File: src/rtl/delay_arbiter_if.sv
// Request/delay/done bundle between the two timing clients and the shared delay timer.
// Handshake: a client holds req high (dly stable at grant) until it sees done high for one cycle,
// then drops req on that edge; dropping req early aborts the running delay.
interface delay_arbiter_if #(
    parameter int CNT_W = 32
);
    logic [1:0]       req;
    logic [CNT_W-1:0] dly0;
    logic [CNT_W-1:0] dly1;
    logic [1:0]       done;
    logic             busy;
    logic             grant_id;

    modport master (
        output req, dly0, dly1,
        input  done, busy, grant_id
    );

    modport slave (
        input  req, dly0, dly1,
        output done, busy, grant_id
    );
endinterface

File: src/rtl/delay_arbiter.sv
// Shared down-counting delay timer granted round-robin to two clients; the winner
// gets a one-cycle done pulse after its sampled delay expires.
module delay_arbiter #(
    parameter int CNT_W = 32
) (
    input  logic                 in_clk,
    input  logic                 rst,
    delay_arbiter_if.slave       bus,
    output logic [1:0]           state_dbg
);

    typedef enum logic [1:0] {
        IDLE  = 2'd0,
        COUNT = 2'd1,
        DONE  = 2'd2
    } state_t;

    state_t           state, state_nx;
    logic [CNT_W-1:0] count, count_nx;
    logic [CNT_W-1:0] sel_dly;
    logic             grant, grant_nx;
    logic             rr_last, rr_nx;
    logic             winner;
    logic [1:0]       done_q;
    logic             busy_q;

    always_ff @(posedge in_clk or negedge rst) begin
        if (!rst) begin
            state   <= IDLE;
            count   <= '0;
            grant   <= 1'b0;
            rr_last <= 1'b1;
            done_q  <= 2'b00;
            busy_q  <= 1'b0;
        end else begin
            state   <= state_nx;
            count   <= count_nx;
            grant   <= grant_nx;
            rr_last <= rr_nx;
            // Outputs are registered decodes of the next state, so they line up with state.
            done_q  <= (state_nx == DONE) ? (grant_nx ? 2'b10 : 2'b01) : 2'b00;
            busy_q  <= (state_nx != IDLE);
        end
    end

    always_comb begin
        state_nx = state;
        count_nx = count;
        grant_nx = grant;
        rr_nx    = rr_last;
        winner   = (bus.req == 2'b11) ? ~rr_last : bus.req[1];
        sel_dly  = winner ? bus.dly1 : bus.dly0;
        case (state)
            IDLE: begin
                if (|bus.req) begin
                    grant_nx = winner;
                    count_nx = (sel_dly == '0) ? CNT_W'(1) : sel_dly;
                    state_nx = COUNT;
                end
            end
            COUNT: begin
                // Only the owner's request matters; the other client waits its turn.
                if (!bus.req[grant]) begin
                    state_nx = IDLE;
                    count_nx = '0;
                end else if (count == CNT_W'(1)) begin
                    state_nx = DONE;
                end else begin
                    count_nx = count - CNT_W'(1);
                end
            end
            DONE: begin
                rr_nx    = grant;
                state_nx = IDLE;
            end
            default: begin
                state_nx = IDLE;
                count_nx = '0;
            end
        endcase
    end

    assign bus.done     = done_q;
    assign bus.busy     = busy_q;
    assign bus.grant_id = grant;
    assign state_dbg    = state;

endmodule
File: src/flat_wrapper.sv
// flat-port wrapper written by rule: the top's interface ports become plain ports
module delay_arbiter_flat 
#(
    parameter int CNT_W = 32
)
  (in_clk, rst, state_dbg, bus_req, bus_dly0, bus_dly1, bus_done, bus_busy, bus_grant_id);
  delay_arbiter_if #(.CNT_W(CNT_W)) bus_i ();
  input  logic in_clk;
  input  logic rst;
  output logic [1:0] state_dbg;
  input wire logic [$bits(bus_i.req)-1:0] bus_req;
  input wire logic [$bits(bus_i.dly0)-1:0] bus_dly0;
  input wire logic [$bits(bus_i.dly1)-1:0] bus_dly1;
  output wire logic [$bits(bus_i.done)-1:0] bus_done;
  output wire logic [$bits(bus_i.busy)-1:0] bus_busy;
  output wire logic [$bits(bus_i.grant_id)-1:0] bus_grant_id;
  assign bus_i.req = bus_req;
  assign bus_i.dly0 = bus_dly0;
  assign bus_i.dly1 = bus_dly1;
  assign bus_done = bus_i.done;
  assign bus_busy = bus_i.busy;
  assign bus_grant_id = bus_i.grant_id;
  delay_arbiter #(.CNT_W(CNT_W)) u_core (.in_clk(in_clk), .rst(rst), .bus(bus_i), .state_dbg(state_dbg));
endmodule
File: config.mk
export PLATFORM = sky130hd
export DESIGN_NAME = delay_arbiter_flat
export DESIGN_NICKNAME = d
export VERILOG_FILES = /design/src/rtl/delay_arbiter_if.sv /design/src/rtl/delay_arbiter.sv /design/src/flat_wrapper.sv
export SDC_FILE = /design/constraint.sdc
export NUM_CORES = 1
export LEC_CHECK = 0
export CAP_MARGIN = 20
export CORE_ASPECT_RATIO = 0.8
export CORE_UTILIZATION = 53
export DETAILED_ROUTE_END_ITERATION = 7
export PLACE_DENSITY = 0.86
export SETUP_SLACK_MARGIN = 0.2
export SLEW_MARGIN = 10
export SYNTH_ARGS = -nofsm -noshare
export SYNTH_HDL_FRONTEND = slang
export SYNTH_SLANG_ARGS = --single-unit
File: constraint.sdc
create_clock -name in_clk -period 7.5 [get_ports in_clk]
set_input_delay 2.25 -clock in_clk [delete_from_list [all_inputs] [get_ports in_clk]]
set_output_delay 2.25 -clock in_clk [all_outputs]
set_load 0.05 [all_outputs]
==> Word-level counts from Yosys, hierarchy flattened <==
Index checks and enable logic that the tools add are counted.
{ "totals": {"ff_bits": 39, "wordCells": 39} }
{ "op_classes": {"n_addsub": 1, "magnitude_cmp": 1, "n_eq_ne": 7, "muxes": 17, "n_bitwise": 2, "reduce_logical": 5} }
{ "op_table": {"columns": ["op", "count"], "rows": [
  ["$mux 32", 5],
  ["$pmux 32 s3", 1],
  ["$eq 32x1->1 const B", 1],
  ["$logic_not 32->1", 1],
  ["$sub 32x1->32 const B", 1],
  ["$mux 2", 5],
  ["$eq 2x2->1 const B", 3],
  ["$mux 1", 5],
  ["$pmux 2 s2", 1],
  ["$ne 3x3->1 const B", 1],
  ["$reduce_and 3->1", 1],
  ["$eq 2x1->1 const B", 1],
  ["$logic_not 2->1", 1],
  ["$lt 1x2->1 const B", 1],
  ["$ne 2x1->1 const B", 1],
  ["$not 1->1", 2],
  ["$reduce_bool 2->1", 1],
  ["$reduce_or 2->1", 1]
]} }

==> Logic depth before layout (Yosys ltp) <==
Gate-level depths: netlist of run 1.
{ "depth": {"ltp_word": 7, "ltp_mapped": 9} }

==> Least setup slack after synthesis of run 1 <==
OpenSTA, ideal clock, no wires.
{ "synth_path": {"path_kind": "input to register", "from": "input bus_req[1]", "to": "register u_core.count[9]", "setup_time_ps": 121, "t_arrival_ps": 3649, "required_time_ps": 7379, "setup_slack_ps": 3730, "path_stages": 6, "path_cell_list": "mux2i_1 > or3b_2 > clkbuf_1 > o21ai_1 > nor2_1 > a22o_1"} }
{ "synth_via": {"elab_chain_len": 7, "word_cells_on_any_way": 14, "classes_between": "eq/ne: 3; mux: 8; reduce/logical: 3"} }
{ "synth_rtl": {"columns": ["item", "line", "rtl"], "rows": [
  ["start: declaration", "flat_wrapper.sv:11", "input wire logic [$bits(bus_i.req)-1:0] bus_req;"],
  ["$eq 2x2->1", "delay_arbiter.sv:51", "winner = (bus.req == 2'b11) ? ~rr_last : bus.req[1];"],
  ["$mux 1", "delay_arbiter.sv:51", null],
  ["$mux 32", "delay_arbiter.sv:52", "sel_dly = winner ? bus.dly1 : bus.dly0;"],
  ["$logic_not 32->1", "delay_arbiter.sv:57", "count_nx = (sel_dly == '0) ? CNT_W'(1) : sel_dly;"],
  ["$mux 32", "delay_arbiter.sv:57", null],
  ["$mux 32", "delay_arbiter.sv:55", "if (|bus.req) begin"],
  ["$pmux 32 s3", "delay_arbiter.sv:53", "case (state)"],
  ["end signal: assignment", "delay_arbiter.sv:37", "count <= count_nx;"],
  ["end: declaration", "delay_arbiter.sv:19", "logic [CNT_W-1:0] count, count_nx;"]
]} }
Several ways; a longest one is shown, not always the timed one. The select of a mux whose other input is x is not followed.
A chain may end at the register's enable or synchronous reset.

==> Final worst setup path of run 1 <==
Ends and elaborated chain as after synthesis.

==> flow_summary.ini, run 1 <==
[run_status]
status = completed

[grt]
grt_use_total_pct = 37.1
grt_pass1_vias = 3021
grt_pass1_wl_um = 15500
grt-ovfl-total = 0
grt_max_degree = 40
antenna_found_initial = 0

[route]
ant_nets = 0
highest_layer = met4
wl_met3_um = 1320
vias_per_cell = 6.71
drtIter0Drc = 385
route.met2.wl_um = 4260
drt-met1-wl_um = 4040
wire_per_inst_um = 20.0
drtPass1Iterations = 7
routed_wl_um = 9870
drc_errors = 0
vias = 3307

[sta]
setup_tns_ns = 0
min_period_ns = 4.48
finalClockSkew_ns = 0.00646
max_freq_mhz = 223
rsz0062_at_grt = false
hold_ws_ns = 0.530
final_hold_viol_count = 0
worst_pin_slew_ns = 0.927
slew_violations = 0
setup_viol = 0
slew_headroom_pct = 38.0
final.period_utilization_pct = 59.7
worst_slack_ns = 3.02

[yosys]
synth_top_family_by_area = simple AND/OR/NAND/NOR gates
postSynthNetCount = 438
synthAdderAreaFrac_pct = 0.900
synthXorXnorAreaFrac_pct = 0
seq_area_frac_synth_pct = 35.2
ys_warn_count = 0
yosysUniqueCellTypes = 47
netlist_area_um2 = 2780
yosys.area_share.simple_pct = 32.6
synth-compound-area-share_pct = 23.3
muxShareOfSynthArea_pct = 4.37
ys.flop_type = dfrtp_1
synth_cells = 368
synth-edff-count = 0
ys_seq_elements = 39
syn_avg_cell_area_um2 = 7.55
async_flop_share_pct = 100

[worst_setup_path]
cp-end-kind = register
critPathLaunchType = input pin
crit_required_ns = 7.70
cp.arrival_ns = 4.67
crit_type = in2reg
cp_max_fo = 19

[place]
place_hpwl_um = 7310
pre_cts_slack_ns = 2.74
port_buffers = 73
routabilityCongestion = 0.958

[layout]
final_cell_mix = nand2_1, clkdlybuf4s50_1, dfrtp_1, a21oi_1, nor2_1
layout_commonest_cell = nand2_1
fillers = 414
multiInputGateArea_um2 = 1700
drive_above_1_share_pct = 4.18
diodes = 0
finalNetCount = 500
syn_to_final_growth_pct = 29.7
seqCellArea_um2 = 977

[floorplanning]
die_w_um = 83.0
chipHeight_um = 66.8
pin_count = 74
die-area_um2 = 5540
initial_core_util_pct = 55.2
row_count = 23
core-area_um2 = 5040

[power_and_ir_drop]
ir_worst_vdd_mv = 0.172
p_leak_nw = 1.50
power_density_nw_per_um2 = 213

[clocking]
cts_resized = 0
cts_made_buffers = 5
cts.sinks = 39
clk_latency_ns = 0.30
cts_root_buf = clkbuf_8
cts_tree = built
postCtsSetupRepairBufs = 0
clk_path_buf_depth = 2
path_clk_slew_ns = 0.08
cts_hold_buf = 0
htreeDepth = 2

[run]
maxCapViolations = 0

[hold_path]
min_path_type = reg2reg
[final timing paths]
kind	cells after the start	start	end	slack (ns)
setup / recovery	6	bus_req[1]	u_core.count[9]	3.02
hold / removal	1	u_core.count[19]	u_core.count[19]	0.53
setup reg to reg	6	u_core.count[22]	u_core.count[9]	4.07
hold reg to reg	1	u_core.count[19]	u_core.count[19]	0.53
max in group asynchronous	1	rst	u_core.count[30]	4.84
min in group asynchronous	1	rst	u_core.count[17]	2.06
[where the power goes]
group,internal (W),total [W],switching (W)
logic,0.000126,0.000315,0.000189
clock network,0.0000663,0.000147,0.0000803
registers,0.000253,0.000305,0.0000522
total,0.000445,0.000767,0.000322
[flip-flops by register name, indices dropped and copies added (netlist names)]
| register | cells |
|---|---|
| u_core.count | 32 |
| u_core.bus.done | 2 |
| u_core.state_dbg | 2 |
| u_core.rr_last | 1 |
| u_core.bus.busy | 1 |
| u_core.bus.grant_id | 1 |
[layout make-up]
class | count | share of cell area (%)
multi-input cells | 303 | 47.2
flip-flops and latches | 39 | 27.1
repair buffers | 76 | 20.8
clock buffers | 8 | 2.22
well taps | 62 | 2.15
inverters | 5 | 0.521
[cell usage after synthesis (all sizes together), types with 2 or more instances]
| library cell | instances | area share, % |
|---|---|---|
| a211o | 5 | 1.6 |
| a21o | 2 | 0.54 |
| a21oi | 33 | 5.9 |
| a22o | 4 | 1.3 |
| a311o | 3 | 1.1 |
| a31oi | 17 | 3.8 |
| and2 | 5 | 1.1 |
| and3 | 3 | 0.68 |
| buf | 3 | 0.50 |
| clkbuf | 18 | 2.4 |
| dfrtp | 38 | 34 |
| ha | 2 | 0.90 |
| inv | 5 | 0.68 |
| mux2i | 11 | 4.0 |
| nand2 | 78 | 11 |
| nand2b | 5 | 1.1 |
| nand3 | 12 | 2.2 |
| nand4 | 5 | 1.1 |
| nor2 | 28 | 3.8 |
| nor3 | 11 | 2.0 |
| nor4 | 22 | 5.2 |
| o211ai | 7 | 1.9 |
| o21ai | 18 | 3.2 |
| o221ai | 2 | 0.63 |
| o32ai | 2 | 0.63 |
| or2 | 2 | 0.45 |
| or3 | 6 | 1.5 |
| or4 | 7 | 2.0 |
[worst max-delay path: stages]
cell and delay (ns):
clkdlybuf4s50_1 0.58, mux2i_1 0.15, or3b_2 0.68, o21ai_1 0.57, nor2_1 0.19, a22o_1 0.26
[logic make-up after synthesis]
family	after synthesis
AOI/OAI and AO/OA	102
and+or+nand+nor	187
adders and majority gates	2
muxes	12
buffers and inverters	26
DFF	39
[per-stage QoR]
step,area [um^2],total power [W],util (%),std cells
after floorplan,2780,0.000491,-,368
after global routing,3600,0.000808,71.6,493
final,3600,0.000767,71.6,493
after global placement,3520,0.000604,70.0,485
after CTS,3600,0.000753,71.6,493
after detailed placement,3520,0.000612,70.0,485
[per-layer routing]
metal	global-route usage (%)	up-vias
met4	13.6	0
met5	0	-
met1	48.3	1546
met2	57.1	232
met3	13.4	31
li1	-	1498
Power figures use the tool's default switching activity.
==> run 2, diff against run 1 <==
--- a/config.mk
+++ b/config.mk
@@ -7,9 +7,9 @@
 export LEC_CHECK = 0
 export CAP_MARGIN = 20
 export CORE_ASPECT_RATIO = 0.8
-export CORE_UTILIZATION = 53
+export CORE_UTILIZATION = 44
 export DETAILED_ROUTE_END_ITERATION = 7
-export PLACE_DENSITY = 0.86
+export PLACE_DENSITY = 0.77
 export SETUP_SLACK_MARGIN = 0.2
 export SLEW_MARGIN = 10
 export SYNTH_ARGS = -nofsm -noshare
==> constraint.sdc (replaced) <==
create_clock -name in_clk -period 3.8 [get_ports in_clk]
set_input_delay 1.14 -clock in_clk [delete_from_list [all_inputs] [get_ports in_clk]]
set_output_delay 1.14 -clock in_clk [all_outputs]
set_load 0.05 [all_outputs]
==> run 2 against run 1 <==
Effect of this change:
- worst hold slack better by 0.0085 ns
- worst setup slack worse by 2.3 ns
- sequential cell count stayed put
- utilization is 9.6 points lower
- routed wire length is 4.3% lower
- sequential power is 96% higher
- power is 110% higher
- global-route usage is 6.5 points lower
- final cell count is 5.5% higher
- register-to-register slack worse by 3.3 ns
- via count is 2.1% lower
- critical endpoint is now u_core.count[18]
==> flow_summary.ini, run 2 (synthesis results as in run 1) <==
[floorplanning]
initial_core_util_pct = 46.3
chipHeight_um = 73.1
pin_count = 74
row_count = 25
die_w_um = 90.9
core-area_um2 = 6010
die-area_um2 = 6640

[power_and_ir_drop]
power_density_nw_per_um2 = 426
ir_worst_vdd_mv = 0.236
p_leak_nw = 1.56

[layout]
final_cell_mix = nand2_1, clkdlybuf4s50_1, dfrtp_1, a21oi_1, nor2_1
diodes = 0
seqCellArea_um2 = 977
syn_to_final_growth_pct = 33.9
fin_area_um2 = 3720
multiInputGateArea_um2 = 1700
regMostFlops = u_core.count
fillers = 544
drive_above_1_share_pct = 6.61
finalNetCount = 508
layout_commonest_cell = nand2_1
largest_reg_flops = 32

[worst_setup_path]
cp_top_family = simple AND/OR/NAND/NOR gates
cp-end-kind = register
worst_r2r_startpoint = u_core.count[22]
cp.arrival_ns = 3.25
max_stage_delay_ns = 0.51
crit_path_cell_trace = clkdlybuf4s50_1, mux2i_1, or3b_2, nand2_1, buf_4, o311a_1, or3_1
crit_type = in2reg
cp_max_fo = 19
cp-startpoint = bus_req[1]
cp_num_buf_inv = 2
cpMaxStageDelayCell = clkdlybuf4s50_1
crit_required_ns = 4.00
critPathLaunchType = input pin

[clocking]
htreeDepth = 2
clk_path_buf_depth = 2
path_clk_slew_ns = 0.09
cts_root_buf = clkbuf_8
cts_resized = 0
cts.sinks = 39
cts_hold_buf = 0
cts_tree = built
clk_latency_ns = 0.32
cts_made_buffers = 5
postCtsSetupRepairBufs = 0

[sta]
hold_ws_ns = 0.538
final.period_utilization_pct = 80.3
setup_viol = 0
slew_headroom_pct = 39.3
max_freq_mhz = 328
slew_violations = 0
worst_pin_slew_ns = 0.911
setup_tns_ns = 0
finalClockSkew_ns = 0.0115
min_period_ns = 3.05
final_hold_viol_count = 0
rsz0062_at_grt = false

[route]
routed_wl_um = 9450
vias_per_cell = 6.23
drc_errors = 0
drtPass1Iterations = 5
vias = 3237
wire_per_inst_um = 18.2
ant_nets = 0
drtIter0Drc = 334

[hold_path]
hold_path_startpoint = u_core.count[19]
min_path_type = reg2reg

[place]
port_buffers = 73
routabilityCongestion = 0.916
placedInstanceArea_um2 = 3610
place_hpwl_um = 6880

[grt]
grt_use_total_pct = 30.7
grt_pass1_wl_um = 15700
antenna_found_initial = 0
grt-ovfl-total = 0
grt_pass1_vias = 3121
grt_max_degree = 40

[run_status]
status = completed

[run]
maxCapViolations = 0
[run 2: cell types whose count changed in the layout (fill, tap and decap cells not counted)]
| cell | previous run | this run |
|---|---|---|
| clkinv_2 | 0 | 1 |
| bufinv_16 | 0 | 1 |
| clkbuf_1 | 3 | 0 |
| buf_4 | 3 | 11 |
| clkinv_4 | 0 | 1 |
[run 2: layout make-up]
type / count / share of cell area [%]
clock buffers: 5 / 1.85
flip-flops and latches: 39 / 26.3
clock inverters: 3 / 1.18
multi-input cells: 303 / 45.7
repair buffers: 84 / 21.7
inverters: 5 / 0.505
well taps: 81 / 2.72
[run 2: where the power goes]
part | switching [W] | internal (W) | leakage (nW)
Clock | 0.000171 | 0.000196 | 0.0581
Sequential | 0.0000978 | 0.000499 | 0.500
Combinational | 0.000363 | 0.000259 | 1.00
[run 2: per-layer routing]
metal	track usage [%]	vias up	share of wire (%)
li1	-	1507	-
met1	43.0	1520	44
met2	46.8	196	44
met3	7.71	14	10
met4	9.52	0	1.5
met5	0	-	0
[run 2: final timing paths]
check / slack (ns) / end / cells past startpoint
max: 0.75 / u_core.count[18] / 7
min reg2reg: 0.54 / u_core.count[19] / 1
min: 0.54 / u_core.count[19] / 1
min in group asynchronous: 0.96 / u_core.count[12] / 1
max in group asynchronous: 2.28 / u_core.count[31] / 1
max reg2reg: 0.80 / u_core.count[15] / 7
[run 2: through the flow]
| stage | std cells | utilization, % | worst slack [ns] | power, W |
|---|---|---|---|---|
| final | 520 | 61.9 | 0.749 | 0.00159 |
| after global routing | 520 | 61.9 | 0.609 | 0.00168 |
| after CTS | 520 | 61.9 | 0.799 | 0.00157 |
| after detailed placement | 512 | 60.1 | 0.476 | 0.00121 |
| after global placement | 512 | 60.1 | 0.541 | 0.00120 |
| after floorplan | 368 | - | 1.14 | 0.000969 |
==> run 3, diff against run 2 <==
--- a/config.mk
+++ b/config.mk
@@ -7,9 +7,9 @@
 export LEC_CHECK = 0
 export CAP_MARGIN = 20
 export CORE_ASPECT_RATIO = 0.8
-export CORE_UTILIZATION = 44
+export CORE_UTILIZATION = 49
 export DETAILED_ROUTE_END_ITERATION = 7
-export PLACE_DENSITY = 0.77
+export PLACE_DENSITY = 0.81
 export SETUP_SLACK_MARGIN = 0.2
 export SLEW_MARGIN = 10
 export SYNTH_ARGS = -nofsm -noshare
==> constraint.sdc (replaced) <==
create_clock -name in_clk -period 3 [get_ports in_clk]
set_input_delay 0.9 -clock in_clk [delete_from_list [all_inputs] [get_ports in_clk]]
set_output_delay 0.9 -clock in_clk [all_outputs]
set_load 0.05 [all_outputs]
==> run 3 against run 2 <==
Effect of this change:
- critical path depth shrank 2
- sequential cell count did not move
- clock skew down 0.0055 ns
- final area rose by 3.0%
- register-to-register slack got worse by 0.52 ns
- critical endpoint unchanged
- largest cell class unchanged
- highest routed layer unchanged
==> flow_summary.ini, run 3 (synthesis results as in run 1) <==
[run_status]
status = completed

[sta]
setup_viol = 0
final_hold_viol_count = 0
final.period_utilization_pct = 90.6
min_period_ns = 2.72
setup_tns_ns = 0
max_freq_mhz = 368
slew_violations = 0
finalClockSkew_ns = 0.00606
worst_pin_slew_ns = 0.931
slew_headroom_pct = 37.9
rsz0062_at_grt = false

[worst_setup_path]
cpMaxStageDelayCell = or4_4
cp_max_fo = 6
crit_path_cell_trace = or4_4, or4_4, or3_4, o311a_1, or3_1
cp-end-kind = register
critPathLaunchType = register
crit_path_frequent_cell = or4_4
cp_num_buf_inv = 0
cp_top_family = simple AND/OR/NAND/NOR gates
cp.arrival_ns = 2.90
crit_required_ns = 3.18
max_stage_delay_ns = 0.60
crit_type = reg2reg

[route]
vias = 3278
drc_errors = 0
routed_wl_um = 9630
wire_per_inst_um = 18.1
drtIter0Drc = 217
drtPass1Iterations = 5
vias_per_cell = 6.16
ant_nets = 0

[power_and_ir_drop]
p_leak_nw = 1.63
p_int_w = 0.00122
pwr-share-clk_pct = 19.8
ir_worst_vdd_mv = 0.338
comb_power_share_pct = 42.9
switching_power_w = 0.000797
power_density_nw_per_um2 = 526
p_sw_share_pct = 39.6
power_w = 0.00202
p_seq_share_pct = 37.3

[grt]
grt_pass1_vias = 3229
grt_use_total_pct = 33.5
grt_max_degree = 40
grt-ovfl-total = 0
antenna_found_initial = 0
grt_pass1_wl_um = 15500

[floorplanning]
chipHeight_um = 69.4
row_count = 24
die-area_um2 = 5980
die_w_um = 86.2
core-area_um2 = 5470
pin_count = 74
initial_core_util_pct = 50.8

[clocking]
cts.sinks = 39
cts_root_buf = clkbuf_8
path_clk_slew_ns = 0.08
cts_made_buffers = 5
clk_path_buf_depth = 2
htreeDepth = 2
cts_tree = built
clk_latency_ns = 0.30

[layout]
final_cell_mix = nand2_1, clkdlybuf4s50_1, dfrtp_1, a21oi_1, nor2_1
drive_above_1_share_pct = 10.1
diodes = 0
syn_to_final_growth_pct = 37.8
largest_reg_flops = 32
finalNetCount = 523
regMostFlops = u_core.count
layout_commonest_cell = nand2_1

[hold_path]
min_path_type = reg2reg

[run]
maxCapViolations = 0

[place]
port_buffers = 73
routabilityCongestion = 0.921
place_hpwl_um = 7370
[run 3: power groups by stage]
stage	Clock, W	Sequential [W]	Combinational [W]
detailed placement	0	0.000751	0.000834
floorplan	0	0.000750	0.000478
finish	0.000399	0.000752	0.000864
global placement	0	0.000750	0.000817
CTS	0.000405	0.000744	0.000844
global route	0.000422	0.000764	0.000936
[run 3: final timing paths]
| kind | endpoint | cells after the start | start | slack (ns) |
|---|---|---|---|---|
| worst max-delay path | u_core.count[18] | 5 | u_core.count[6] | 0.28 |
| worst min-delay path | u_core.count[19] | 1 | u_core.count[19] | 0.53 |
| worst max register to register | u_core.count[18] | 5 | u_core.count[6] | 0.28 |
| worst min register to register | u_core.count[19] | 1 | u_core.count[19] | 0.53 |
| max in group asynchronous | u_core.count[29] | 1 | rst | 1.68 |
| min in group asynchronous | u_core.count[18] | 1 | rst | 0.74 |
[run 3: area by class of cell]
cell class / count / area [um^2]
Sequential cell: 39 / 977
Timing Repair Buffer: 99 / 921
Fill cell: 464 / 1640
Clock buffer: 8 / 100
Tap cell: 78 / 97.6
Inverter: 5 / 18.8
Multi-Input combinational cell: 303 / 1720
[run 3: what timing repair did]
item                                    in CTS  in global routing
resized for setup                            1                  2
setup buffers                                1                  0
hold buffers                                 0                  0
gates cloned                                 0                  0
hold endpoints to repair                     0                  0
endpoints found under the setup margin      10                 19
pin swaps                                    1                  0
[run 3: per-layer routing]
metal	GRT usage [%]	wire, um
met4	12.4	231
met2	53.8	4450
met5	0	0
met1	45.6	4190
met3	5.24	756
[run 3: metrics by stage]
step | utilization, % | hold slack, ns | worst slack [ns] | cells | area [um^2]
floorplan | - | 0.473 | 0.336 | 368 | 2780
global placement | 67.9 | 0.507 | 0.0863 | 523 | 3710
detailed placement | 67.9 | 0.517 | 0.0270 | 523 | 3710
CTS | 69.9 | 0.527 | 0.240 | 532 | 3820
global route | 70.1 | 0.562 | 0.202 | 532 | 3830
finish | 70.1 | 0.533 | 0.281 | 532 | 3830
